==> src/rtl/rx_word_aligner.sv <==
// Serial-to-parallel deserializer with K28.5 comma word alignment.
// A HUNT/VERIFY/LOCKED machine locks the symbol boundary and emits aligned symbols.
//
// state  | meaning
// HUNT   | searching every bit position for a comma, nothing emitted
// VERIFY | boundary chosen, counting aligned commas toward lock
// LOCKED | boundary trusted, misaligned commas counted toward loss of lock
module rx_word_aligner #(
    parameter int              WIDTH      = 10,
    parameter logic [WIDTH-1:0] COMMA_P   = 10'b0011111010,
    parameter logic [WIDTH-1:0] COMMA_N   = 10'b1100000101,
    parameter int              LOCK_CNT   = 3,
    parameter int              UNLOCK_CNT = 4
) (
    input  logic             PI_Clk,
    input  logic             rst,
    input  logic             Din,
    output logic [WIDTH-1:0] data_out,
    output logic             data_valid,
    output logic             is_comma,
    output logic             locked,
    output logic             realign
);

    localparam int              CW        = $clog2(WIDTH);
    localparam logic [CW-1:0]   CNT_MAX   = CW'(WIDTH - 1);
    localparam logic [3:0]      LOCK_TH   = 4'(LOCK_CNT);
    localparam logic [3:0]      UNLOCK_TH = 4'(UNLOCK_CNT);

    typedef enum logic [1:0] {
        HUNT   = 2'd0,
        VERIFY = 2'd1,
        LOCKED = 2'd2
    } state_t;

    state_t               state;
    state_t               state_nxt;
    logic [2*WIDTH-1:0]   sr;
    logic [WIDTH-1:0]     win;
    logic                 match;
    logic                 boundary;
    logic [CW-1:0]        cnt;
    logic [CW-1:0]        cnt_nxt;
    logic [3:0]           ok_cnt;
    logic [3:0]           ok_nxt;
    logic [3:0]           ok_inc;
    logic [3:0]           err_cnt;
    logic [3:0]           err_nxt;
    logic [3:0]           err_inc;
    logic                 emit;
    logic                 realign_nxt;

    assign win      = sr[2*WIDTH-1:WIDTH];
    assign match    = (win == COMMA_P) || (win == COMMA_N);
    assign boundary = (cnt == CNT_MAX);
    assign ok_inc   = (ok_cnt == 4'hF) ? ok_cnt : ok_cnt + 4'd1;
    assign err_inc  = (err_cnt == 4'hF) ? err_cnt : err_cnt + 4'd1;

    always_comb begin
        state_nxt   = state;
        cnt_nxt     = boundary ? '0 : cnt + CW'(1);
        ok_nxt      = ok_cnt;
        err_nxt     = err_cnt;
        emit        = 1'b0;
        realign_nxt = 1'b0;
        case (state)
            HUNT: begin
                // The comma itself defines the boundary, so the bit counter restarts here.
                if (match) begin
                    cnt_nxt = '0;
                    emit    = 1'b1;
                    ok_nxt  = 4'd1;
                    if (LOCK_CNT == 1) begin
                        state_nxt = LOCKED;
                        err_nxt   = '0;
                    end else begin
                        state_nxt = VERIFY;
                    end
                end
            end
            VERIFY: begin
                if (boundary) begin
                    emit = 1'b1;
                    if (match) begin
                        ok_nxt = ok_inc;
                        if (ok_inc >= LOCK_TH) begin
                            state_nxt = LOCKED;
                            err_nxt   = '0;
                        end
                    end
                end else if (match) begin
                    state_nxt   = HUNT;
                    realign_nxt = 1'b1;
                    ok_nxt      = '0;
                end
            end
            LOCKED: begin
                if (boundary) begin
                    emit = 1'b1;
                    if (match) begin
                        err_nxt = '0;
                    end
                end else if (match) begin
                    // Tolerate a few misaligned commas before giving up the boundary.
                    err_nxt = err_inc;
                    if (err_inc >= UNLOCK_TH) begin
                        state_nxt   = HUNT;
                        realign_nxt = 1'b1;
                        ok_nxt      = '0;
                    end
                end
            end
            default: begin
                state_nxt = HUNT;
            end
        endcase
    end

    always_ff @(posedge PI_Clk) begin
        if (rst) begin
            state      <= HUNT;
            sr         <= '0;
            cnt        <= '0;
            ok_cnt     <= '0;
            err_cnt    <= '0;
            data_out   <= '0;
            data_valid <= 1'b0;
            is_comma   <= 1'b0;
            locked     <= 1'b0;
            realign    <= 1'b0;
        end else begin
            state      <= state_nxt;
            sr         <= {Din, sr[2*WIDTH-1:1]};
            cnt        <= cnt_nxt;
            ok_cnt     <= ok_nxt;
            err_cnt    <= err_nxt;
            data_valid <= emit;
            locked     <= (state_nxt == LOCKED);
            realign    <= realign_nxt;
            if (emit) begin
                data_out <= win;
                is_comma <= match;
            end
        end
    end

endmodule
==> config.mk <==
export PLATFORM = sky130hd
export DESIGN_NAME = rx_word_aligner
export DESIGN_NICKNAME = d
export VERILOG_FILES = /design/src/rtl/rx_word_aligner.sv
export SDC_FILE = /design/constraint.sdc
export NUM_CORES = 1
export LEC_CHECK = 0
export ABC_AREA = 1
export BUFFER_PORTS_ARGS = -buffer_cell sky130_fd_sc_hd__buf_2
export CAP_MARGIN = 20
export CORE_MARGIN = 2
export CORE_UTILIZATION = 60
export DETAILED_ROUTE_END_ITERATION = 8
export PLACE_DENSITY = 0.9
export SKIP_LAST_GASP = 1
export SLEW_MARGIN = 40
export SYNTH_ARGS = -nofsm -noshare
export SYNTH_HDL_FRONTEND = slang
export SYNTH_SLANG_ARGS = --single-unit
==> constraint.sdc <==
create_clock -name PI_Clk -period 3 [get_ports PI_Clk]
set_input_delay 0.15 -clock PI_Clk [delete_from_list [all_inputs] [get_ports PI_Clk]]
set_output_delay 0.15 -clock PI_Clk [all_outputs]
set_load 0.03 [all_outputs]
==> results.ini, run 1 <==
[final_layout]
drive_gt1_frac=0.1457
synthToLayoutAreaGrowth_pct=11.02
final_util=0.6992
final_cells=346
antenna_cells=0
nets=310

[yosys]
async_flop_share=0
synth_area_per_cell_um2=6.762
synth_edf_count=0
netlist_instances=282
yosys.area.top_type=dfxtp_1
ys.flop_type=dfxtp_1
yosys-top-cells-area=dfxtp_1 (40%), nor2_1 (14%), nand2_1 (11%)
synth.most_common_cell=nor2_1
postSynthRegisterBits=38
synth.top_cell.area_share=0.3990
synth_area_um2=1907
synth.distinct_cells=24
yosysSeqAreaShare=0.3990
yosysWarnings=0
synth_common_cells=nor2_1 (71), nand2_1 (57), dfxtp_1 (38), inv_1 (32), nand3_1 (17)
synth.net_count=291

[clock_tree]
cts_setup_buffers=0
cts_tree=done
cts.sinks=38
numCtsBuffers=5
clockBufferDepth=2
clk_latency_ps=360
cts-root-buf=clkbuf_4
path_clk_slew_ps=130
htree_levels=2

[pwr]
switching_power_mw=0.2027
p_clk_frac=0.449
switching_share=0.2065
power_density_nw_per_um2=463.8
combPwrFrac=0.027
pwr-share-seq=0.524
p_leak_nw=0.9788
power.internal_mw=0.7792
max-vdd-ir-drop_v=0.0003539

[sta]
clock_skew_ps=17.38
timing.hold.ws_ps=110.8
worst-slew-pin-transition_ps=594.5
finalSetupViolCount=0
post-route-min-period_ps=1771
hold_viol=0
fmaxAchievable_mhz=564.7
rsz0062_at_grt=false
drv_slew=0
post-route-period-util=0.5903
setup_tns_ps=0
maxSlewHeadroom=0.6032

[global_route]
grt_max_degree=23
grt_util_all_layers=0.2231
grt_overflow_total=0
antenna_found_initial=0
grt_pass1_wl_um=6078
first_global_vias=1499

[die]
dieArea_um2=3645
die_y_um=60.38
num_rows=20
core_area_um2=3028
boundaryPins=17
die_x_um=60.38
initial_core_util=0.6298

[detailed_routing]
wl_per_cell_um=10.61
vias=1760
routed_via_density=5.087
totalWireLength_um=3671
drt_iter0_markers=82
drc_errors=0
drtAntennaViolNets=0
drt_first_pass_iters=4

[worst_setup_path]
critPathLaunchType=register
crit_type=reg2reg
path_max_fanout=6
crit_arrival_ps=2060
endpoint_kind=register
crit_required_ps=3290

[hold_path]
min_path_type=in2reg

[run_status]
status=completed

[flow_run]
cap_violations=0

[placed_design]
globalplace.congestion=0.8794
port-buffer-count=16
place_hpwl_um=2739
dp.cells=337

-- cell families after synthesis --
group           count (synthesis)  share of synthesized area
simple gates                  169                     0.3891
buf+inv                        40                    0.09055
flops                          38                     0.3990
compound gates                 27                    0.07284
fa+ha+maj                       6                    0.03937
xor+xnor                        2                   0.009188
-- routing by layer --
layer  wire, µm  track usage
met1       1736       0.2926
met2       1633       0.3432
met3        228      0.07036
met4         74      0.08889
met5          0            0
-- flip-flops by register name, indices dropped and copies added, names as in the netlist --
register / flops
data_out: 10
sr: 10
cnt: 4
err_cnt: 4
ok_cnt: 4
state: 2
data_valid: 1
is_comma: 1
locked: 1
realign: 1
-- worst max-delay path, cell delays in order, from the launching register on --
cell and delay [ps]:
dfxtp_1 420, ha_1 270, nand3_2 130, o21ai_1 200, nand2_1 70, nand2_1 120
nand2_1 80, nand2_2 80, nand2_2 90, nand2_1 80, nand2_1 50, nor2_1 120
-- through the flow --
stage,worst slack (ps),total power [mW],cell area (µm²)
2_1_floorplan,1531,0.5459,1907
3_3_place_gp,1291,0.5506,2001
3_5_place_dp,1278,0.5516,2001
4_1_cts,1247,0.9838,2117
5_1_grt,1033,1.015,2117
6_report,1229,0.9819,2117
-- final timing paths --
check,slack [ps],from,end,cells past startpoint
worst max-delay path,1230,ok_cnt[1],err_cnt[0],11
worst min-delay path,110,rst,data_valid,2
worst max register to register,1230,ok_cnt[1],err_cnt[0],11
worst min register to register,480,cnt[0],cnt[0],1
-- power groups by stage --
stage               sequential [mW]  combinational, mW  clock [mW]
floorplan                     0.525             0.0213           0
global placement              0.526             0.0246           0
detailed placement            0.526             0.0256           0
CTS                           0.515             0.0266       0.443
global route                  0.516             0.0310       0.468
finish                        0.515             0.0264       0.441
-- final cells by class --
cell class / instances / area (µm²)
Sequential cell: 38 / 760.7
Clock inverter: 3 / 68.82
Clock buffer: 5 / 37.54
Fill cell: 271 / 910.9
Inverter: 35 / 131.4
Multi-Input combinational cell: 204 / 973.4
Timing Repair Buffer: 17 / 90.09
Tap cell: 44 / 55.05
-- timing repair --
action / CTS / global route
setup endpoints to repair: 0 / 0
endpoints found under the hold margin: 1 / 0
gates resized for setup: 0 / 0
hold buffers: 1 / 0
-- cells in the final DEF, fill, tap and decap left out, drive strengths merged --
| master | n |
|---|---|
| a21oi | 11 |
| dfxtp | 38 |
| inv | 35 |
| nand2 | 65 |
| nor2 | 75 |
| clkinv | 1 |
| ha | 6 |
| clkbuf | 5 |
| dlygate4sd3 | 1 |
| buf | 16 |
| nand3b | 2 |
| o21ai | 14 |
| a31oi | 1 |
| nand3 | 21 |
| nor3 | 2 |
| or2 | 1 |
| xor2 | 2 |
| nor3b | 1 |
| nand4 | 2 |
| bufinv | 2 |
| o211ai | 1 |
Power figures use the tool's default switching activity.
==> inputs of run 2 (changes only) <==
--- a/config.mk
+++ b/config.mk
@@ -9,9 +9,9 @@
 export BUFFER_PORTS_ARGS = -buffer_cell sky130_fd_sc_hd__buf_2
 export CAP_MARGIN = 20
 export CORE_MARGIN = 2
-export CORE_UTILIZATION = 60
+export CORE_UTILIZATION = 52
 export DETAILED_ROUTE_END_ITERATION = 8
-export PLACE_DENSITY = 0.9
+export PLACE_DENSITY = 0.84
 export SKIP_LAST_GASP = 1
 export SLEW_MARGIN = 40
 export SYNTH_ARGS = -nofsm -noshare
==> constraint.sdc (replaced) <==
create_clock -name PI_Clk -period 1.6 [get_ports PI_Clk]
set_input_delay 0.08 -clock PI_Clk [delete_from_list [all_inputs] [get_ports PI_Clk]]
set_output_delay 0.08 -clock PI_Clk [all_outputs]
set_load 0.03 [all_outputs]
==> run 2 against run 1 <==
Net effect:
- largest cell class unchanged
- register-to-register slack worse by 1200 ps
- combinational power is 110% higher
- critical path depth is 2 lower
- cell count is 5.2% higher
- global-route usage is 0.99 points lower
- sequential share of layout area is 3.0 points lower
- first-iteration DRC count is 67% higher
- via count is 5.3% higher
- flip-flop and latch count stayed put
==> results.ini, run 2 (same netlist as run 1, synthesis figures left out) <==
[detailed_routing]
wl_per_cell_um=12.18  ; was 10.61 µm
totalWireLength_um=4432  ; was 3671 µm
vias=1853  ; was 1760
routed_via_density=5.091  ; was 5.087
drt_first_pass_iters=4  ; unchanged
drt_iter0_markers=137  ; was 82
drc_errors=0  ; unchanged
drtAntennaViolNets=0  ; unchanged

[die]
die_y_um=64.56  ; was 60.38 µm
dieArea_um2=4167  ; was 3645 µm²
die_x_um=64.56  ; was 60.38 µm
initial_core_util=0.5582  ; was 0.6298
core_area_um2=3416  ; was 3028 µm²
boundaryPins=17  ; unchanged
num_rows=21  ; was 20

[clock_tree]
numCtsBuffers=5  ; unchanged
clk_latency_ps=350  ; was 360 ps
htree_levels=2  ; unchanged
cts_tree=done  ; unchanged
path_clk_slew_ps=120  ; was 130 ps
cts.sinks=38  ; unchanged
cts-root-buf=clkbuf_4  ; unchanged
clockBufferDepth=2  ; unchanged

[final_layout]
final_cell_mix=nor2_1 (69), nand2_1 (52), inv_1 (29), dfxtp_1 (26), buf_2 (16)  ; was nor2_1 (71), nand2_1 (57), dfxtp_1 (38), inv_1 (32), nand3_1 (17)
num-fill-cells=272  ; was 271
synthToLayoutAreaGrowth_pct=23.75  ; was 11.02%
reg.largest.list=data_out: 10 flops, sr: 10 flops  ; unchanged
nets=326  ; was 310
final_cell_area_um2=2360  ; was 2117 µm²
antenna_cells=0  ; unchanged
final_common_cell=nor2_1  ; unchanged
drive_gt1_frac=0.2893  ; was 0.1457
final_util=0.6908  ; was 0.6992

[sta]
timing.hold.ws_ps=84.85  ; was 110.8 ps
finalSetupViolCount=0  ; unchanged
fin_ws_ps=22.81  ; was 1229 ps
worst-slew-pin-transition_ps=643.2  ; was 594.5 ps
rsz0062_at_grt=true  ; was false
hold_viol=0  ; unchanged
drv_slew=0  ; unchanged
clock_skew_ps=11.68  ; was 17.38 ps
fmaxAchievable_mhz=634.0  ; was 564.7 MHz
post-route-min-period_ps=1577  ; was 1771 ps
post-route-period-util=0.9857  ; was 0.5903
maxSlewHeadroom=0.5708  ; was 0.6032

[worst_setup_path]
cpMostUsedCell=nand2_1  ; unchanged
r2r_end=err_cnt[0]  ; unchanged
cp_num_cells=9  ; was 11
path_delay_family=simple AND/OR/NAND/NOR gates  ; unchanged
slowest_delay_ps=380  ; was 420 ps
crit_chain=inv_1 -> nand2_1 -> nor2_1 -> nand3_2 -> a21oi_2 -> nand2_4 -> nand2_1 -> nand2_1 -> nor2_1  ; was ha_1 -> nand3_2 -> o21ai_1 -> nand2_1 -> nand2_1 -> nand2_1 -> nand2_2 -> nand2_2 -> nand2_1 -> nand2_1 -> nor2_1
crit_required_ps=1880  ; was 3290 ps
cp_slowest_cell=dfxtp_1  ; unchanged
cp-startpoint=sr[13]  ; was ok_cnt[1]
worstPathBufferInverterCount=1  ; was 0
crit_arrival_ps=1860  ; was 2060 ps
crit_path_end=err_cnt[0]  ; unchanged
crit_type=reg2reg  ; unchanged
r2r_start=sr[13]  ; was ok_cnt[1]
critPathLaunchType=register  ; unchanged
rrSetupSlack_ps=20  ; was 1230 ps
path_max_fanout=6  ; unchanged
endpoint_kind=register  ; unchanged
worstRegToRegCells=9  ; was 11

[placed_design]
globalplace.congestion=0.8915  ; was 0.8794
place_area_um2=2093  ; was 2001 µm²
place_hpwl_um=2979  ; was 2739 µm
port-buffer-count=16  ; unchanged
pre_cts_ws_ps=-51.61  ; was 1278 ps

[global_route]
antenna_found_initial=0  ; unchanged
grt_overflow_total=0  ; unchanged
grt_pass1_wl_um=7051  ; was 6078 µm
first_global_vias=1696  ; was 1499
grt_util_all_layers=0.2133  ; was 0.2231
grt_max_degree=23  ; unchanged

[pwr]
power_density_nw_per_um2=655.3  ; was 463.8 nW/µm²
max-vdd-ir-drop_v=0.0003838  ; was 0.0003539 V
p_leak_nw=1.068  ; was 0.9788 nW

[run_status]
status=completed  ; unchanged

[hold_path]
min_path_type=in2reg  ; unchanged

[flow_run]
cap_violations=0  ; unchanged

==> run 2: changes by cell type in the layout (fill, tap and decap cells not counted), moves of 3 or more <==
cell	before	now
nand2_4	2	7
ha_4	0	3
dfxtp_1	38	26
ha_1	6	2
buf_4	0	15
inv_1	32	29
nand2_1	57	52
dfxtp_2	0	11
==> run 2: layout make-up <==
class,count,area (µm²),share of cell area
multi-input cells,204,1107,0.4692
flip-flops and latches,38,778.2,0.3298
repair buffers,33,214.0,0.09067
inverters,35,138.9,0.05885
well taps,46,57.56,0.02439
clock buffers,6,51.30,0.02174
clock inverters,2,12.51,0.005302
==> run 2: stage by stage <==
| step | power, mW | TNS (ps) | instances |
|---|---|---|---|
| after floorplan | 1.024 | 0 | 282 |
| after global placement | 1.036 | -19.63 | 351 |
| after detailed placement | 1.038 | -150.7 | 351 |
| after CTS | 1.560 | -8.986 | 360 |
| after global routing | 1.607 | -766.3 | 364 |
| final | 1.546 | 0 | 364 |
==> run 2: metal layers <==
| metal | GRT usage | part of all wire |
|---|---|---|
| met1 | 0.2600 | 0.45 |
| met3 | 0.05729 | 0.047 |
| met4 | 0.08245 | 0.022 |
| met5 | 0 | 0 |
| met2 | 0.3581 | 0.48 |
==> run 2: worst min path at each step <==
stage               start  endpoint  cells past startpoint
floorplan             rst    sr[19]                      1
global placement      Din    sr[19]                      3
detailed placement    Din    sr[19]                      3
CTS                   rst    sr[19]                      3
global route          rst    sr[15]                      3
finish                rst    sr[19]                      3
==> run 2: timing repair <==
item | 4_1_cts | 5_1_grt
endpoints found under the setup margin | 7 | 23
gates resized for setup | 6 | 45
hold endpoints to repair | 1 | 0
hold buffers | 1 | 0
buffers inserted | 0 | 4
pin swaps | 0 | 15
==> run 2: tightest hold or removal path: stages <==
cell    delay [ps]
buf_2           90
buf_4          180
nor2_1          60
==> run 2: power by group <==
part | total, mW | switching (mW) | internal [mW] | leakage [nW]
sequential | 0.964 | 0.00995 | 0.954 | 0.313
clock | 0.526 | 0.315 | 0.211 | 0.0343
combinational | 0.0567 | 0.0355 | 0.0212 | 0.721
